### src/rtl/regfile_dump_pkg.sv
// Shared types and sizing for the register-file UART dump engine.
package regfile_dump_pkg;

   localparam int NUM_REGS        = 32;
   localparam int BYTES_PER_WORD  = 4;
   localparam int UART_FRAME_BITS = 10;

   typedef enum logic [2:0] {
      IDLE,
      SELECT,
      CAPTURE,
      SEND,
      NEXT
   } dump_state_t;

endpackage

### src/rtl/regfile_dump_uart_uart_tx.sv
// uart_tx: 8N1 serialiser; start bit appears the edge after send is accepted, frame is 10 bit periods.
// ready is high while idle and in the last stop-bit cycle, so a queued byte follows with no gap.
module uart_tx
   import regfile_dump_pkg::*;
#(
   parameter int CLKS_PER_BIT = 434
) (
   input  logic       clk,
   input  logic       reset,
   input  logic [7:0] data,
   input  logic       send,
   output logic       tx,
   output logic       ready
);
   localparam int CW = (CLKS_PER_BIT > 1) ? $clog2(CLKS_PER_BIT) : 1;

   logic          active;
   logic [CW-1:0] baud_cnt;
   logic [3:0]    bit_cnt;
   logic [7:0]    shift;
   logic          bit_end;
   logic          frame_end;

   assign bit_end   = (baud_cnt == CW'(CLKS_PER_BIT - 1));
   assign frame_end = active && bit_end && (bit_cnt == 4'(UART_FRAME_BITS - 1));
   assign ready     = !active || frame_end;

   always_ff @(posedge clk or posedge reset) begin
      if (reset) begin
         active   <= 1'b0;
         baud_cnt <= '0;
         bit_cnt  <= '0;
         shift    <= '0;
         tx       <= 1'b1;
      end else if (send && ready) begin
         active   <= 1'b1;
         baud_cnt <= '0;
         bit_cnt  <= '0;
         shift    <= data;
         tx       <= 1'b0;
      end else if (active) begin
         if (bit_end) begin
            baud_cnt <= '0;
            if (frame_end) begin
               active <= 1'b0;
            end else begin
               bit_cnt <= bit_cnt + 4'd1;
               // bit_cnt 0..7 selects the data bit about to go out; 8 leads into the stop bit
               tx      <= (bit_cnt == 4'd8) ? 1'b1 : shift[bit_cnt[2:0]];
            end
         end else begin
            baud_cnt <= baud_cnt + 1'b1;
         end
      end
   end

endmodule

### src/rtl/regfile_dump_uart.sv
// regfile_dump_uart: sweeps x0..x31 through the debug read port, sends each word LE as 8N1 (PC word first with DUMP_PC_EN).
// First start bit 3 cycles after accept (1 with DUMP_PC_EN), 3 idle cycles between words; start ignored while busy.
module regfile_dump_uart
   import regfile_dump_pkg::*;
#(
   parameter int CLKS_PER_BIT = 434
) (
   input  logic        clk,
   input  logic        reset,
   input  logic        start,
   input  logic [31:0] Debug_out,
   input  logic [31:0] PC,
   output logic [4:0]  Debug_Source_select,
   output logic        tx,
   output logic        busy,
   output logic        done
);
   dump_state_t state, state_nxt;
   logic [4:0]  index;
   logic [31:0] word;
   logic [1:0]  byte_cnt;
   logic        pc_phase;
   logic        last_word;
   logic        uart_send;
   logic        uart_ready;
   logic [7:0]  uart_data;

`ifndef DUMP_PC_EN
   logic pc_unused;
   assign pc_unused = ^PC;
`endif

   assign last_word           = !pc_phase && (index == 5'(NUM_REGS - 1));
   assign uart_data           = word[{byte_cnt, 3'b000} +: 8];
   assign Debug_Source_select = (state == IDLE) ? 5'd0 : index;

   uart_tx #(
      .CLKS_PER_BIT(CLKS_PER_BIT)
   ) u_uart_tx (
      .clk  (clk),
      .reset(reset),
      .data (uart_data),
      .send (uart_send),
      .tx   (tx),
      .ready(uart_ready)
   );

   // NEXT is left in the final stop-bit cycle so only SELECT, CAPTURE and launch sit idle between words
   always_comb begin
      state_nxt = state;
      uart_send = 1'b0;
      case (state)
         IDLE: begin
            if (start) begin
`ifdef DUMP_PC_EN
               state_nxt = SEND;
`else
               state_nxt = SELECT;
`endif
            end
         end
         SELECT:  state_nxt = CAPTURE;
         CAPTURE: state_nxt = SEND;
         SEND: begin
            uart_send = 1'b1;
            if (uart_ready && (byte_cnt == 2'(BYTES_PER_WORD - 1))) begin
               state_nxt = NEXT;
            end
         end
         NEXT: begin
            if (uart_ready) begin
               state_nxt = last_word ? IDLE : SELECT;
            end
         end
         default: state_nxt = IDLE;
      endcase
   end

   always_ff @(posedge clk or posedge reset) begin
      if (reset) begin
         state    <= IDLE;
         index    <= '0;
         word     <= '0;
         byte_cnt <= '0;
         pc_phase <= 1'b0;
         busy     <= 1'b0;
         done     <= 1'b0;
      end else begin
         state <= state_nxt;
         done  <= 1'b0;
         case (state)
            IDLE: begin
               if (start) begin
                  index    <= '0;
                  byte_cnt <= '0;
                  busy     <= 1'b1;
`ifdef DUMP_PC_EN
                  word     <= PC;
                  pc_phase <= 1'b1;
`endif
               end
            end
            CAPTURE: word <= Debug_out;
            SEND: begin
               if (uart_ready) begin
                  byte_cnt <= byte_cnt + 2'd1;
               end
            end
            NEXT: begin
               if (uart_ready) begin
                  if (last_word) begin
                     busy <= 1'b0;
                     done <= 1'b1;
                  end else if (pc_phase) begin
                     pc_phase <= 1'b0;
                  end else begin
                     index <= index + 5'd1;
                  end
               end
            end
            default: ;
         endcase
      end
   end

endmodule

### config.mk
export PLATFORM = sky130hd
export DESIGN_NAME = regfile_dump_uart
export DESIGN_NICKNAME = d
export VERILOG_FILES = /design/src/rtl/regfile_dump_pkg.sv /design/src/rtl/regfile_dump_uart_uart_tx.sv /design/src/rtl/regfile_dump_uart.sv
export SDC_FILE = /design/constraint.sdc
export NUM_CORES = 1
export LEC_CHECK = 0
export ABC_AREA = 1
export ABC_CLOCK_PERIOD_IN_PS = 4900
export BUFFER_PORTS_ARGS = -buffer_cell sky130_fd_sc_hd__buf_2
export CAP_MARGIN = 5
export CORE_MARGIN = 10
export CORE_UTILIZATION = 55
export DETAILED_ROUTE_END_ITERATION = 7
export PLACE_DENSITY = 0.84
export SLEW_MARGIN = 10
export SYNTH_ARGS = -nofsm -noshare
export SYNTH_HDL_FRONTEND = slang
export SYNTH_HIERARCHICAL = 1
export SYNTH_SLANG_ARGS = --single-unit
### constraint.sdc
create_clock -name clk -period 4.9 [get_ports clk]
set_input_delay 0 -clock clk [delete_from_list [all_inputs] [get_ports clk]]
set_output_delay 0 -clock clk [all_outputs]
set_load 0.1 [all_outputs]
# --- Word-level counts from Yosys, hierarchy flattened ---
# Cells that the tools add are included.
totals:
  ff_bits: 67
  in_bits: 67
  out_inout_bits: 8
  wordCells: 88
op_classes:
  addsub: 4
  n_lt_le_gt_ge: 1
  n_eq_ne: 16
  shift: 1
  muxes: 39
  n_reduce_logical: 16
ops:
  columns: ["operator", "count"]
  rows:
  - ["indexed part select 32 x 6 -> 8 bit", 1]
  - ["2-to-1 mux 9 bit", 3]
  - ["2-to-1 mux 5 bit", 4]
  - ["2-to-1 mux 1 bit", 18]
  - ["2-to-1 mux 4 bit", 4]
  - ["one-hot mux 3 bit (5 select lines)", 1]
  - ["!= test 2 bit, second input constant", 5]
  - ["one-hot mux 5 bit (2 select lines)", 1]
  - ["adder 9 x 1 -> 9 bit, second input constant", 1]
  - ["== test 9 bit, second input constant", 1]
  - ["2-to-1 mux 3 bit", 3]
  - ["AND reduction 3 bit", 3]
  - ["== test 4 bit, second input constant", 2]
  - ["AND reduction 4 bit", 2]
  - ["nonzero test 2 bit", 4]
  - ["== test 3 x 2 -> 1 bit, second input constant", 2]
  - ["adder 5 x 1 -> 5 bit, second input constant", 1]
  - ["== test 5 bit, second input constant", 1]
  - ["adder 4 x 1 -> 4 bit, second input constant", 1]
  - ["logical AND 1 bit", 4]
  - ["< comparator 3 x 4 -> 1 bit, second input constant", 1]
  - ["2-to-1 mux 2 bit", 2]
  - ["!= test 2 x 1 -> 1 bit, second input constant", 2]
  - ["one-hot mux 2 bit (2 select lines)", 1]
  - ["other kinds (9)", 9]

# --- Longest topological paths before layout ---
# Gate-level depths: netlist of run 1.
depth:
  depth_word: 7
  ltp_mapped: 13
  depth_no_buf: 12

# --- Cells and area by module ---
# Netlist of run 1, hierarchy kept.
modules_own_cells:
  columns: ["module", "instances", "cells_each", "area_each_um2", "seq_area_each_um2"]
  rows:
  - ["regfile_dump_uart", 1, 205, 2084.5, 1101.1]
  - ["uart_tx", 1, 170, 1307.5, 576.8]

# --- Worst setup path after synthesis of run 1 ---
# No wires, ideal clock.
synth_path:
  path_type: "register to output"
  start: "register state[1]"
  end: "output port Debug_Source_select[0]"
  arrival_ns: 1.879
  t_required_ns: 4.900
  setup_slack_ns: 3.021
  stages_incl_launch_ff: 5
  path_buffers: 0
  path_cell_list: "dfrtp_1 -> inv_1 -> nand2_1 -> nor2_1 -> nor2_1"
synth_between:
  elab_chain_cells: 2
synth_rtl:
  columns: ["element", "line", "text"]
  rows:
  - ["start, declared", "regfile_dump_uart.sv:18", "dump_state_t state, state_nxt;"]
  - ["start signal, assigned", "regfile_dump_uart.sv:89", "state <= state_nxt;"]
  - ["logical NOT 3 bit", "regfile_dump_uart.sv:35", "assign Debug_Source_select = (state == IDLE) ? 5'd0 : index;"]
  - ["2-to-1 mux 5 bit", "regfile_dump_uart.sv:35", null]
  - ["end, declared", "regfile_dump_uart.sv:13", "output logic [4:0] Debug_Source_select,"]
# Every way passes these cells.

# --- Final worst setup path of run 1 ---
layout_path:
  start: "register state[1]"
  end: "register u_uart_tx.baud_cnt[8]"
layout_between:
  elab_chain_cells: 4
  elab_cells_between_ends: 5
  cone_classes: "1 x eq/ne; 2 x mux; 2 x reduce/logical"
layout_rtl:
  columns: ["element", "line", "text"]
  rows:
  - ["== test 3 x 2 -> 1 bit *", "regfile_dump_uart.sv:52", "case (state)"]
  - ["2-to-1 mux 1 bit *", "regfile_dump_uart.sv:52", null]
  - ["named net uart_send", "regfile_dump_uart.sv:24", "logic uart_send;"]
  - ["logical AND 1 bit *", "regfile_dump_uart_uart_tx.sv:35", "end else if (send && ready) begin"]
  - ["2-to-1 mux 9 bit / nonzero test 2 bit (equally long branches)", null, null]
  - ["end signal, assigned", "regfile_dump_uart_uart_tx.sv:52", "baud_cnt <= baud_cnt + 1'b1;"]
  - ["end, declared", "regfile_dump_uart_uart_tx.sv:18", "logic [CW-1:0] baud_cnt;"]
# The timed path passes the listed nets; every way through them passes the cells marked *.
# A chain may end at the register's enable or synchronous reset.

==> results of run 1 <==
==> power by group through the flow <==
| stage | logic, mW | registers, mW | clock network, mW |
|---|---|---|---|
| floorplan | 0.628 | 0.876 | 0 |
| global placement | 0.678 | 0.913 | 0 |
| detailed placement | 0.706 | 0.924 | 0 |
| CTS | 0.738 | 0.916 | 0.422 |
| global route | 0.835 | 0.952 | 0.450 |
| finish | 0.748 | 0.930 | 0.420 |
==> tightest hold or removal path, cell delays in order <==
cell           delay, ns
dlygate4sd3_1       0.54
buf_2               0.13
inv_1               0.04
buf_4               0.45
==> area by class of cell <==
class | count | area share [%]
timing repair buffer | 77 | 13.4
inverter | 43 | 3.89
multi-input combinational | 257 | 35.7
clock buffer | 10 | 3.31
sequential | 67 | 40.4
tap | 75 | 2.26
clock inverter | 6 | 0.964
==> cell families after synthesis <==
| logic type | share of synthesized area (%) |
|---|---|
| flops | 49.5 |
| mux | 10.6 |
| buf+inv | 6.79 |
| xor+xnor | 1.81 |
| simple gates | 21.9 |
| fa+ha+maj | 2.95 |
| compound gates | 6.42 |
==> sequential cells by signal, summed over array words and instances, names as in the netlist <==
signal / flops
u_uart_tx/tx: 1
u_uart_tx/bit_cnt: 4
u_uart_tx/active: 1
busy: 1
u_uart_tx/shift: 8
u_uart_tx/baud_cnt: 9
byte_cnt: 2
done: 1
word: 32
state: 3
index: 5
==> repair_timing <==
action / in CTS / in global routing
hold buffers: 34 / 0
setup endpoints to repair: 0 / 0
hold endpoints to repair: 100 / 0
setup buffers: 0 / 0
resized for setup: 0 / 0
==> final timing paths <==
kind	end	slack (ns)	cells after the start
max	u_uart_tx/baud_cnt[8]	2.59	10
min	word[18]	0.35	4
max reg2reg	u_uart_tx/baud_cnt[8]	2.59	10
min reg2reg	u_uart_tx/shift[3]	0.48	2
max in group asynchronous	u_uart_tx/shift[3]	3.98	3
min in group clk	word[25]	0.42	3
==> through the flow <==
step	cells	utilization (%)	power (mW)	hold slack (ns)
floorplan	375	-	1.50	0.00118
global placement	485	61.0	1.59	0.171
detailed placement	485	61.0	1.63	0.184
CTS	535	69.7	2.08	0.357
global route	535	69.7	2.24	0.414
finish	535	69.7	2.10	0.353
==> layout by cell type, fill, tap and decap left out, drive strengths merged, types with 2 or more instances in the layout <==
cell,n
buf,43
o22ai,8
xor2,6
nand2,78
dlygate4sd3,34
clkinv,4
a21oi,3
nor3,2
o21ai,29
dfrtp,66
nand3,33
clkbuf,10
ha,8
inv,44
nand4,3
nor2,52
mux2,32
==> layer usage <==
layer / vias to the layer above / part of all wire, %
met5: - / 0
met4: 0 / 2.1
met3: 15 / 4.1
met2: 66 / 53
met1: 1368 / 40
li1: 1379 / -
==> flow_metrics.env, run 1 <==
export IMPL_status="finished clean"
export IMPL_antenna_found_initial=0
export IMPL_gr_usage_met1_pct=18.3
export IMPL_setup_tns_ns=0
export IMPL_slew_headroom_pct=25.2
export IMPL_hold_class="in2async"
export IMPL_track_usage_pct=16.7
export IMPL_power_density_nw_per_um2=505
export IMPL_arrival_ns=2.59
export IMPL_die_area_sq_um=9710
export IMPL_clk_pin_slew_ns=0.08
export IMPL_peakVddDrop_v=0.000361
export IMPL_ys_warn_count=6
export IMPL_ys_seq_area_share_pct=49.5
export IMPL_critical_path_slowest_cell="nor2_1"
export IMPL_crit_path_end_kind="register"
export IMPL_tritoncts="built"
export IMPL_synth_cells_most_frequent="nand2_1 (75), dfrtp_1 (66), nor2_1 (46)"
export IMPL_clkPwrFrac_pct=20.0
export IMPL_fp_dieH_um=98.5
export IMPL_finalMaxSlewViolations=0
export IMPL_ios=75
export IMPL_clock_skew_ns=0.0132
export IMPL_synth_area_leaders="dfrtp_1 (49%), mux2_2 (11%), nand2_1 (8.3%)"
export IMPL_met2_usage_pct=29.5
export IMPL_startpoint="state[1]"
export IMPL_path_cells="nand2_1, nor2_1, nor2_2, nor2_2, nand2_1, nor2_1, nand2_1, nand2_1, inv_1, nor2_1"
export IMPL_synthMostInstantiatedCell="nand2_1"
export IMPL_ys_ff_latch=67
export IMPL_syn_nets=450
export IMPL_finalCritPeriodShare_pct=47.2
export IMPL_cp_top_family="simple AND/OR/NAND/NOR gates"
export IMPL_drt_pass1_iter_count=4
export IMPL_dieWidth_um=98.5
export IMPL_busiest_layer="met2"
export IMPL_antennaDiodeCount=0
export IMPL_drcViolationCount=0
export IMPL_post_synth_cell_area_avg_sq_um=9.05
export IMPL_coreArea_sq_um=5960
export IMPL_area_sequential_sq_um=1680
export IMPL_wl_per_cell_um=14.7
export IMPL_intPower_mw=1.31
export IMPL_drt_wl_total_um=7870
export IMPL_syn_area_sq_um=3390
export IMPL_start_util_pct=57.0
export IMPL_synth_edff_count=0
export IMPL_slowest_delay_ns=0.85
export IMPL_ant_nets=0
export IMPL_fmax_ghz=0.432
export IMPL_cts_buffers=9
export IMPL_cts_num_sinks=67
export IMPL_vias=2828
export IMPL_grt_pass1_wl_um=13600
export IMPL_cp_start_kind="register"
export IMPL_critical_path_class="reg2reg"
export IMPL_portBuffers=42
export IMPL_synthToLayoutAreaGrowth_pct=22.4
export IMPL_grt_pass1_vias=2967
export IMPL_hold_viol_final=0
export IMPL_grt_overflow_total=0
export IMPL_drive_above_1_share_pct=22.8
export IMPL_setup_viol=0
export IMPL_comb_power_share_pct=35.7
export IMPL_path_buf_inv=1
export IMPL_max_cap_violations=0
export IMPL_cp_required_ns=5.17
export IMPL_num_fill_cells=416
export IMPL_final_nets=530
export IMPL_htreeDepth=3
export IMPL_synth_async_reset_ratio_pct=100
export IMPL_p_sw_share_pct=37.4
export IMPL_post_route_min_period_ns=2.31
export IMPL_place_area_sq_um=3630
export IMPL_gp_congestion=0.848
export IMPL_rsz0062_at_grt="false"
export IMPL_ys_types=29
export IMPL_cts_root_buffer="clkbuf_8"
export IMPL_core_rowCount=28
export IMPL_fin_area_sq_um=4150
export IMPL_place_detailed_hpwl_um=4750
export IMPL_synth_flop_cell="dfrtp_1"
export IMPL_timing_final_ws_setup_ns=2.59
export IMPL_pre_cts_ws_ns=2.67
export IMPL_grt_max_degree=45
export IMPL_drt_iter0_drc=123
export IMPL_multi_input_area_sq_um=1480
export IMPL_cp_common_cell="nand2_1"
export IMPL_clk_latency_ns=0.35
export IMPL_reg2reg_from="state[1]"
export IMPL_grt_util_met3_pct=4.40
export IMPL_switching_power_mw=0.785
export IMPL_p_leak_nw=2.06
export IMPL_worst_slew_pin_slew_ns=1.12
export IMPL_yosysTopAreaCell="dfrtp_1"
export IMPL_syn_inst=375
export IMPL_cts_buffer_depth=2
export IMPL_avgViaCountPerCell=5.29
export IMPL_seq_power_share_pct=44.3
export IMPL_synth_top_cell_area_share_pct=48.7
export IMPL_critPathMaxFanout=15
(Power assumes the default switching activity.)
==> inputs of run 2 (changes only) <==
--- a/config.mk
+++ b/config.mk
@@ -5,14 +5,14 @@
 export SDC_FILE = /design/constraint.sdc
 export NUM_CORES = 1
 export LEC_CHECK = 0
-export ABC_AREA = 1
-export ABC_CLOCK_PERIOD_IN_PS = 4900
+export ABC_AREA = 0
+export ABC_CLOCK_PERIOD_IN_PS = 2300
 export BUFFER_PORTS_ARGS = -buffer_cell sky130_fd_sc_hd__buf_2
 export CAP_MARGIN = 5
 export CORE_MARGIN = 10
-export CORE_UTILIZATION = 55
+export CORE_UTILIZATION = 54
 export DETAILED_ROUTE_END_ITERATION = 7
-export PLACE_DENSITY = 0.84
+export PLACE_DENSITY = 0.83
 export SLEW_MARGIN = 10
 export SYNTH_ARGS = -nofsm -noshare
 export SYNTH_HDL_FRONTEND = slang
==> constraint.sdc (replaced) <==
create_clock -name clk -period 2.3 [get_ports clk]
set_input_delay 0 -clock clk [delete_from_list [all_inputs] [get_ports clk]]
set_output_delay 0 -clock clk [all_outputs]
set_load 0.1 [all_outputs]
==> run 2 against run 1 <==
Clock skew up 0.0061 ns; synthesized cell count is 34% lower; global-route usage fell by 1.6 points; combinational power is 80% lower; sequential share of layout area grew 0.17 points; first-iteration DRC count decreased by 37%; power increased by 18%; non-clock buffer count rose by 5; largest power group unchanged.
==> flow_metrics.env, run 2 <==
export IMPL_status="finished clean"
export IMPL_finalCritPeriodShare_pct=94.2
export IMPL_place_area_sq_um=3580
export IMPL_critPathMaxFanout=8
export IMPL_portBuffers=42
export IMPL_reg2reg_to="index[4]"
export IMPL_final_common_cell="dfrtp_1"
export IMPL_ios=75
export IMPL_worst_slew_pin_slew_ns=0.866
export IMPL_grt_max_degree=45
export IMPL_drcViolationCount=0
export IMPL_startpoint="u_uart_tx/baud_cnt[1]"
export IMPL_grt_overflow_total=0
export IMPL_final_nets=406
export IMPL_synth_async_reset_ratio_pct=100
export IMPL_timing_final_ws_setup_ns=0.133
export IMPL_crit_path_end_kind="register"
export IMPL_critical_path_class="reg2reg"
export IMPL_grt_pass1_wl_um=11900
export IMPL_gp_congestion=0.865
export IMPL_finalMaxSlewViolations=0
export IMPL_p_sw_share_pct=21.2
export IMPL_cts_num_sinks=67
export IMPL_clock_skew_ns=0.0193
export IMPL_cp_required_ns=2.54
export IMPL_multi_input_area_sq_um=1510
export IMPL_pre_cts_ws_ns=0.167
export IMPL_ys_ff_latch=67
export IMPL_slowest_delay_ns=0.48
export IMPL_drt_wl_total_um=7150
export IMPL_hold_viol_final=0
export IMPL_final_cell_mix="dfrtp_1 (66), buf_2 (42), dlygate4sd3_1 (34), mux2_1 (20), nor2_1 (18)"
export IMPL_coreArea_sq_um=5920
export IMPL_power_mw=2.48
export IMPL_syn_nets=324
export IMPL_largest_reg_flops=32
export IMPL_synthToLayoutAreaGrowth_pct=25.2
export IMPL_intPower_mw=1.95
export IMPL_ys_types=51
export IMPL_power_density_nw_per_um2=599
export IMPL_vias=2263
export IMPL_synth_flop_cell="dfrtp_1"
export IMPL_hold_ws_ns=0.340
export IMPL_num_fill_cells=370
export IMPL_top_regs="word: 32 flops, u_uart_tx/baud_cnt: 9 flops, u_uart_tx/shift: 8 flops"
export IMPL_r2r_cells=8
export IMPL_peakVddDrop_v=0.000470
export IMPL_path_cells="inv_1, ha_1, nand4bb_4, o31ai_4, nor2b_1, buf_4, nand4_1, o21ai_0"
export IMPL_synthMostInstantiatedCell="dfrtp_1"
export IMPL_final_core_util_pct=69.8
export IMPL_synth_top_cell_area_share_pct=50.0
export IMPL_die_area_sq_um=9640
export IMPL_ant_nets=0
export IMPL_synth_area_leaders="dfrtp_1 (50%), mux2_1 (6.8%), mux4_2 (6.8%)"
export IMPL_dieWidth_um=98.2
export IMPL_start_util_pct=55.8
export IMPL_tritoncts="built"
export IMPL_switching_power_mw=0.524
export IMPL_clk_pin_slew_ns=0.08
export IMPL_antenna_found_initial=0
export IMPL_place_detailed_hpwl_um=4470
export IMPL_syn_inst=249
export IMPL_syn_area_sq_um=3300
export IMPL_core_rowCount=28
export IMPL_synth_edff_count=0
export IMPL_cts_root_buffer="clkbuf_8"
export IMPL_reg2reg_from="u_uart_tx/baud_cnt[1]"
export IMPL_clk_latency_ns=0.35
export IMPL_setup_viol=0
export IMPL_post_route_min_period_ns=2.17
export IMPL_p_leak_nw=1.80
export IMPL_regMostFlops="word"
export IMPL_hold_class="in2async"
export IMPL_fin_area_sq_um=4140
export IMPL_clkPwrFrac_pct=44.0
export IMPL_antennaDiodeCount=0
export IMPL_htreeDepth=3
export IMPL_ys_seq_area_share_pct=50.8
export IMPL_crit_path_end="index[4]"
export IMPL_drive_above_1_share_pct=31.3
export IMPL_dpl_cell_count=361
export IMPL_track_usage_pct=15.1
export IMPL_fmax_ghz=0.461
export IMPL_setup_tns_ns=0
export IMPL_grt_pass1_vias=2426
export IMPL_cts_resized=0
export IMPL_drt_pass1_iter_count=4
export IMPL_cp_start_kind="register"
export IMPL_cts_buffers=9
export IMPL_wl_per_cell_um=17.4
export IMPL_comb_power_share_pct=6.1
export IMPL_ys_warn_count=6
export IMPL_max_cap_violations=0
export IMPL_cts_buffer_depth=2
export IMPL_seq_power_share_pct=49.8
export IMPL_yosysTopAreaCell="dfrtp_1"
export IMPL_area_sequential_sq_um=1680
export IMPL_critical_path_slowest_cell="o31ai_4"
export IMPL_avgViaCountPerCell=5.51
export IMPL_fp_dieH_um=98.2
export IMPL_post_synth_cell_area_avg_sq_um=13.3
export IMPL_final_cell_count_no_fill=411
export IMPL_arrival_ns=2.41
export IMPL_synth_cells_most_frequent="dfrtp_1 (66), mux2_1 (20), nor2_1 (18)"
export IMPL_slew_headroom_pct=42.2
export IMPL_rsz0062_at_grt="false"
export IMPL_drt_iter0_drc=78
export IMPL_rrSetupSlack_ns=0.13
==> run 2: cell types whose count changed in the layout (fill, tap and decap cells not counted), sizes merged, moves of 10 or more <==
cell | previous run | this run
nor2 | 52 | 19
nand3 | 33 | 2
nand2 | 78 | 8
mux2 | 32 | 43
inv | 44 | 10
o21ai | 29 | 10
mux4 | 0 | 10
==> run 2: kinds of logic (layout without fill, tap and decap cells) <==
| kind of cell | Yosys count | after routing | synth area share [%] |
|---|---|---|---|
| DFF | 67 | 67 | 50.8 |
| muxes | 54 | 54 | 22.7 |
| xor gates and xnor gates | 8 | 8 | 2.12 |
| and+or+nand+nor | 60 | 60 | 11.2 |
| AOI/OAI and AO/OA | 31 | 31 | 6.75 |
| buffers and inverters | 21 | 108 | 3.41 |
| adders and majority gates | 8 | 8 | 3.03 |
==> run 2: worst min-delay path by stage <==
stage	endpoint	from	slack [ns]
floorplan	u_uart_tx/active	reset	0.001
global placement	index[3]	reset	0.17
detailed placement	index[1]	reset	0.18
CTS	index[3]	reset	0.35
global route	word[9]	reset	0.40
finish	word[9]	reset	0.34
==> run 2: repair_timing <==
action | 4_1_cts | 5_1_grt
buffers inserted | 0 | 0
hold endpoints to repair | 99 | 0
hold buffers | 34 | 0
==> run 2: critical path, delay by kind of cell (launching register included) <==
kind,cells,cell delay [ns]
adder cells (fa/ha/maj),1,0.19
AND/OR/NAND/NOR,3,0.58
buffers and inverters,2,0.27
AO/OA/AOI/OAI,2,0.62
flip-flops,1,0.41
==> run 2: area by class of cell <==
class | count | area share, %
clock buffers | 12 | 3.51
clock inverters | 4 | 1.79
inverters | 10 | 0.908
multi-input cells | 161 | 36.6
flip-flops and latches | 67 | 40.6
well taps | 75 | 2.27
repair buffers | 82 | 14.4
==> run 2: power groups by stage <==
stage               sequential (mW)  clock (mW)  combinational (mW)
floorplan                      1.25           0              0.0633
global placement               1.25           0               0.102
detailed placement             1.25           0               0.106
CTS                            1.23        1.10               0.151
global route                   1.24        1.17               0.167
finish                         1.23        1.09               0.152
==> run 2: layer usage <==
layer | track usage, % | up-vias | share of wire [%]
met5 | 0 | - | 0
met4 | 8.71 | 0 | 3.1
met3 | 4.30 | 13 | 3.3
met2 | 25.2 | 42 | 52
met1 | 16.8 | 1140 | 41
li1 | - | 1068 | -
==> inputs of run 3 (changes only) <==
--- a/config.mk
+++ b/config.mk
@@ -5,7 +5,7 @@
 export SDC_FILE = /design/constraint.sdc
 export NUM_CORES = 1
 export LEC_CHECK = 0
-export ABC_AREA = 0
+export ABC_AREA = 1
 export ABC_CLOCK_PERIOD_IN_PS = 2300
 export BUFFER_PORTS_ARGS = -buffer_cell sky130_fd_sc_hd__buf_2
 export CAP_MARGIN = 5
==> run 3 against run 2 <==
Die area up 2.2%; combinational power rose to 11 times the previous value; non-clock buffer count down 2; critical path depth up 4; utilization down 0.12 points; register-to-register slack better by 0.28 ns; via count up 30%.
==> flow_metrics.env, run 3 (synthesis results as in run 1) <==
export IMPL_cts_buffer_depth=2
export IMPL_synthToLayoutAreaGrowth_pct=23.9
export IMPL_drt_iter0_drc=212
export IMPL_gp_congestion=0.867
export IMPL_dr_wl_met3_um=601
export IMPL_status="finished clean"
export IMPL_met1_length_um=3370
export IMPL_vias=2949
export IMPL_dr_wl_met2_um=4530
export IMPL_worst_slew_pin_slew_ns=0.869
export IMPL_p_leak_nw=2.08
export IMPL_startpoint="u_uart_tx/bit_cnt[1]"
export IMPL_place_detailed_hpwl_um=5030
export IMPL_final_common_cell="nand2_1"
export IMPL_max_cap_violations=0
export IMPL_crit_path_end="index[4]"
export IMPL_portBuffers=42
export IMPL_slowest_delay_ns=0.47
export IMPL_largest_reg_flops=32
export IMPL_ctsHoldBuffers=34
export IMPL_fp_dieH_um=99.3
export IMPL_fmax_ghz=0.530
export IMPL_start_util_pct=56.3
export IMPL_power_density_nw_per_um2=1110
export IMPL_ant_nets=0
export IMPL_cp_start_kind="register"
export IMPL_grt_overflow_total=0
export IMPL_crit_path_end_kind="register"
export IMPL_cts_buffers=9
export IMPL_tritoncts="built"
export IMPL_reg2reg_from="u_uart_tx/bit_cnt[1]"
export IMPL_critical_path_class="reg2reg"
export IMPL_htreeDepth=3
export IMPL_dieWidth_um=99.3
export IMPL_critPathMaxFanout=10
export IMPL_die_area_sq_um=9850
export IMPL_rrSetupSlack_ns=0.41
export IMPL_r2r_cells=12
export IMPL_wl_per_cell_um=16.4
export IMPL_finalCritPeriodShare_pct=82.1
export IMPL_grt_pass1_wl_um=15000
export IMPL_arrival_ns=2.16
export IMPL_cts_num_sinks=67
export IMPL_setup_tns_ns=0
export IMPL_path_cells="inv_1, ha_1, inv_1, nor2_1, nand3_2, nand2_2, inv_1, nand3_1, nand2_1, nor2_4, nand2_1, o21ai_0"
export IMPL_setup_viol=0
export IMPL_hold_viol_final=0
export IMPL_drt_pass1_iter_count=7
export IMPL_drive_above_1_share_pct=23.1
export IMPL_grt_pass1_vias=3149
export IMPL_slew_headroom_pct=42.0
export IMPL_pre_cts_ws_ns=0.471
export IMPL_coreArea_sq_um=6030
export IMPL_power_mw=4.68
export IMPL_rsz0062_at_grt="false"
export IMPL_reg2reg_to="index[4]"
export IMPL_area_sequential_sq_um=1680
export IMPL_hold_class="in2async"
export IMPL_clk_latency_ns=0.36
export IMPL_avgViaCountPerCell=5.48
export IMPL_peakVddDrop_v=0.000769
export IMPL_final_nets=533
export IMPL_cts_root_buffer="clkbuf_8"
export IMPL_ios=75
export IMPL_cts_resized=0
export IMPL_cp_common_cell="inv_1"
export IMPL_num_fill_cells=413
export IMPL_core_rowCount=28
export IMPL_finalMaxSlewViolations=0
export IMPL_top_layer_used="met4"
export IMPL_final_cell_mix="nand2_1 (75), dfrtp_1 (66), nor2_1 (46), buf_2 (42), inv_1 (41)"
export IMPL_drt_wl_total_um=8810
export IMPL_antennaDiodeCount=0
export IMPL_regMostFlops="word"
export IMPL_post_route_min_period_ns=1.89
export IMPL_cts_setup_buffers=0
export IMPL_multi_input_area_sq_um=1480
export IMPL_clock_skew_ns=0.0125
export IMPL_antenna_found_initial=0
export IMPL_grt_max_degree=45
export IMPL_timing_final_ws_setup_ns=0.412
export IMPL_drcViolationCount=0
export IMPL_track_usage_pct=18.4
export IMPL_cp_required_ns=2.58
export IMPL_top_regs="word: 32 flops, u_uart_tx/baud_cnt: 9 flops, u_uart_tx/shift: 8 flops"
export IMPL_clk_pin_slew_ns=0.08
export IMPL_critical_path_slowest_cell="dfrtp_1"
run 3: worst max-delay path, delay by kind of cell (launching register included):
family          cells  cell delay [ns]
compound gates      1             0.08
flops               1             0.47
simple gates        7             0.84
fa+ha+maj           1             0.17
buf+inv             3             0.24
run 3: final cells by class:
class / instances / area share (%)
clock buffers: 11 / 3.37
flip-flops and latches: 67 / 39.9
repair buffers: 80 / 13.8
clock inverters: 5 / 1.49
well taps: 75 / 2.23
inverters: 43 / 3.84
multi-input cells: 257 / 35.3
run 3: report_power, final:
part	internal (mW)	leakage (nW)	total (mW)	switching [mW]
clock network	0.534	0.0957	1.01	0.478
logic	0.755	1.17	1.70	0.941
registers	1.64	0.819	1.98	0.333
run 3: how the worst min path moves through the flow:
| stage | start | end | slack, ns |
|---|---|---|---|
| final | reset | word[16] | 0.33 |
| after global routing | reset | word[16] | 0.40 |
| after CTS | reset | index[3] | 0.37 |
| after detailed placement | reset | index[3] | 0.18 |
| after global placement | reset | index[3] | 0.17 |
| after floorplan | reset | u_uart_tx/active | 0.001 |
run 3: through the flow:
step / std cells / hold slack [ns] / instance area (sq um) / util, %
global route: 538 / 0.402 / 4200 / 69.7
finish: 538 / 0.332 / 4200 / 69.7
global placement: 488 / 0.172 / 3660 / 60.7
CTS: 538 / 0.366 / 4200 / 69.7
detailed placement: 488 / 0.182 / 3660 / 60.7
floorplan: 375 / 0.00118 / 3390 / -
run 3: per-layer routing:
layer / GRT usage (%) / vias up
li1: - / 1385
met1: 20.3 / 1404
met2: 32.2 / 129
met3: 4.84 / 31
met4: 8.49 / 0
met5: 0 / -
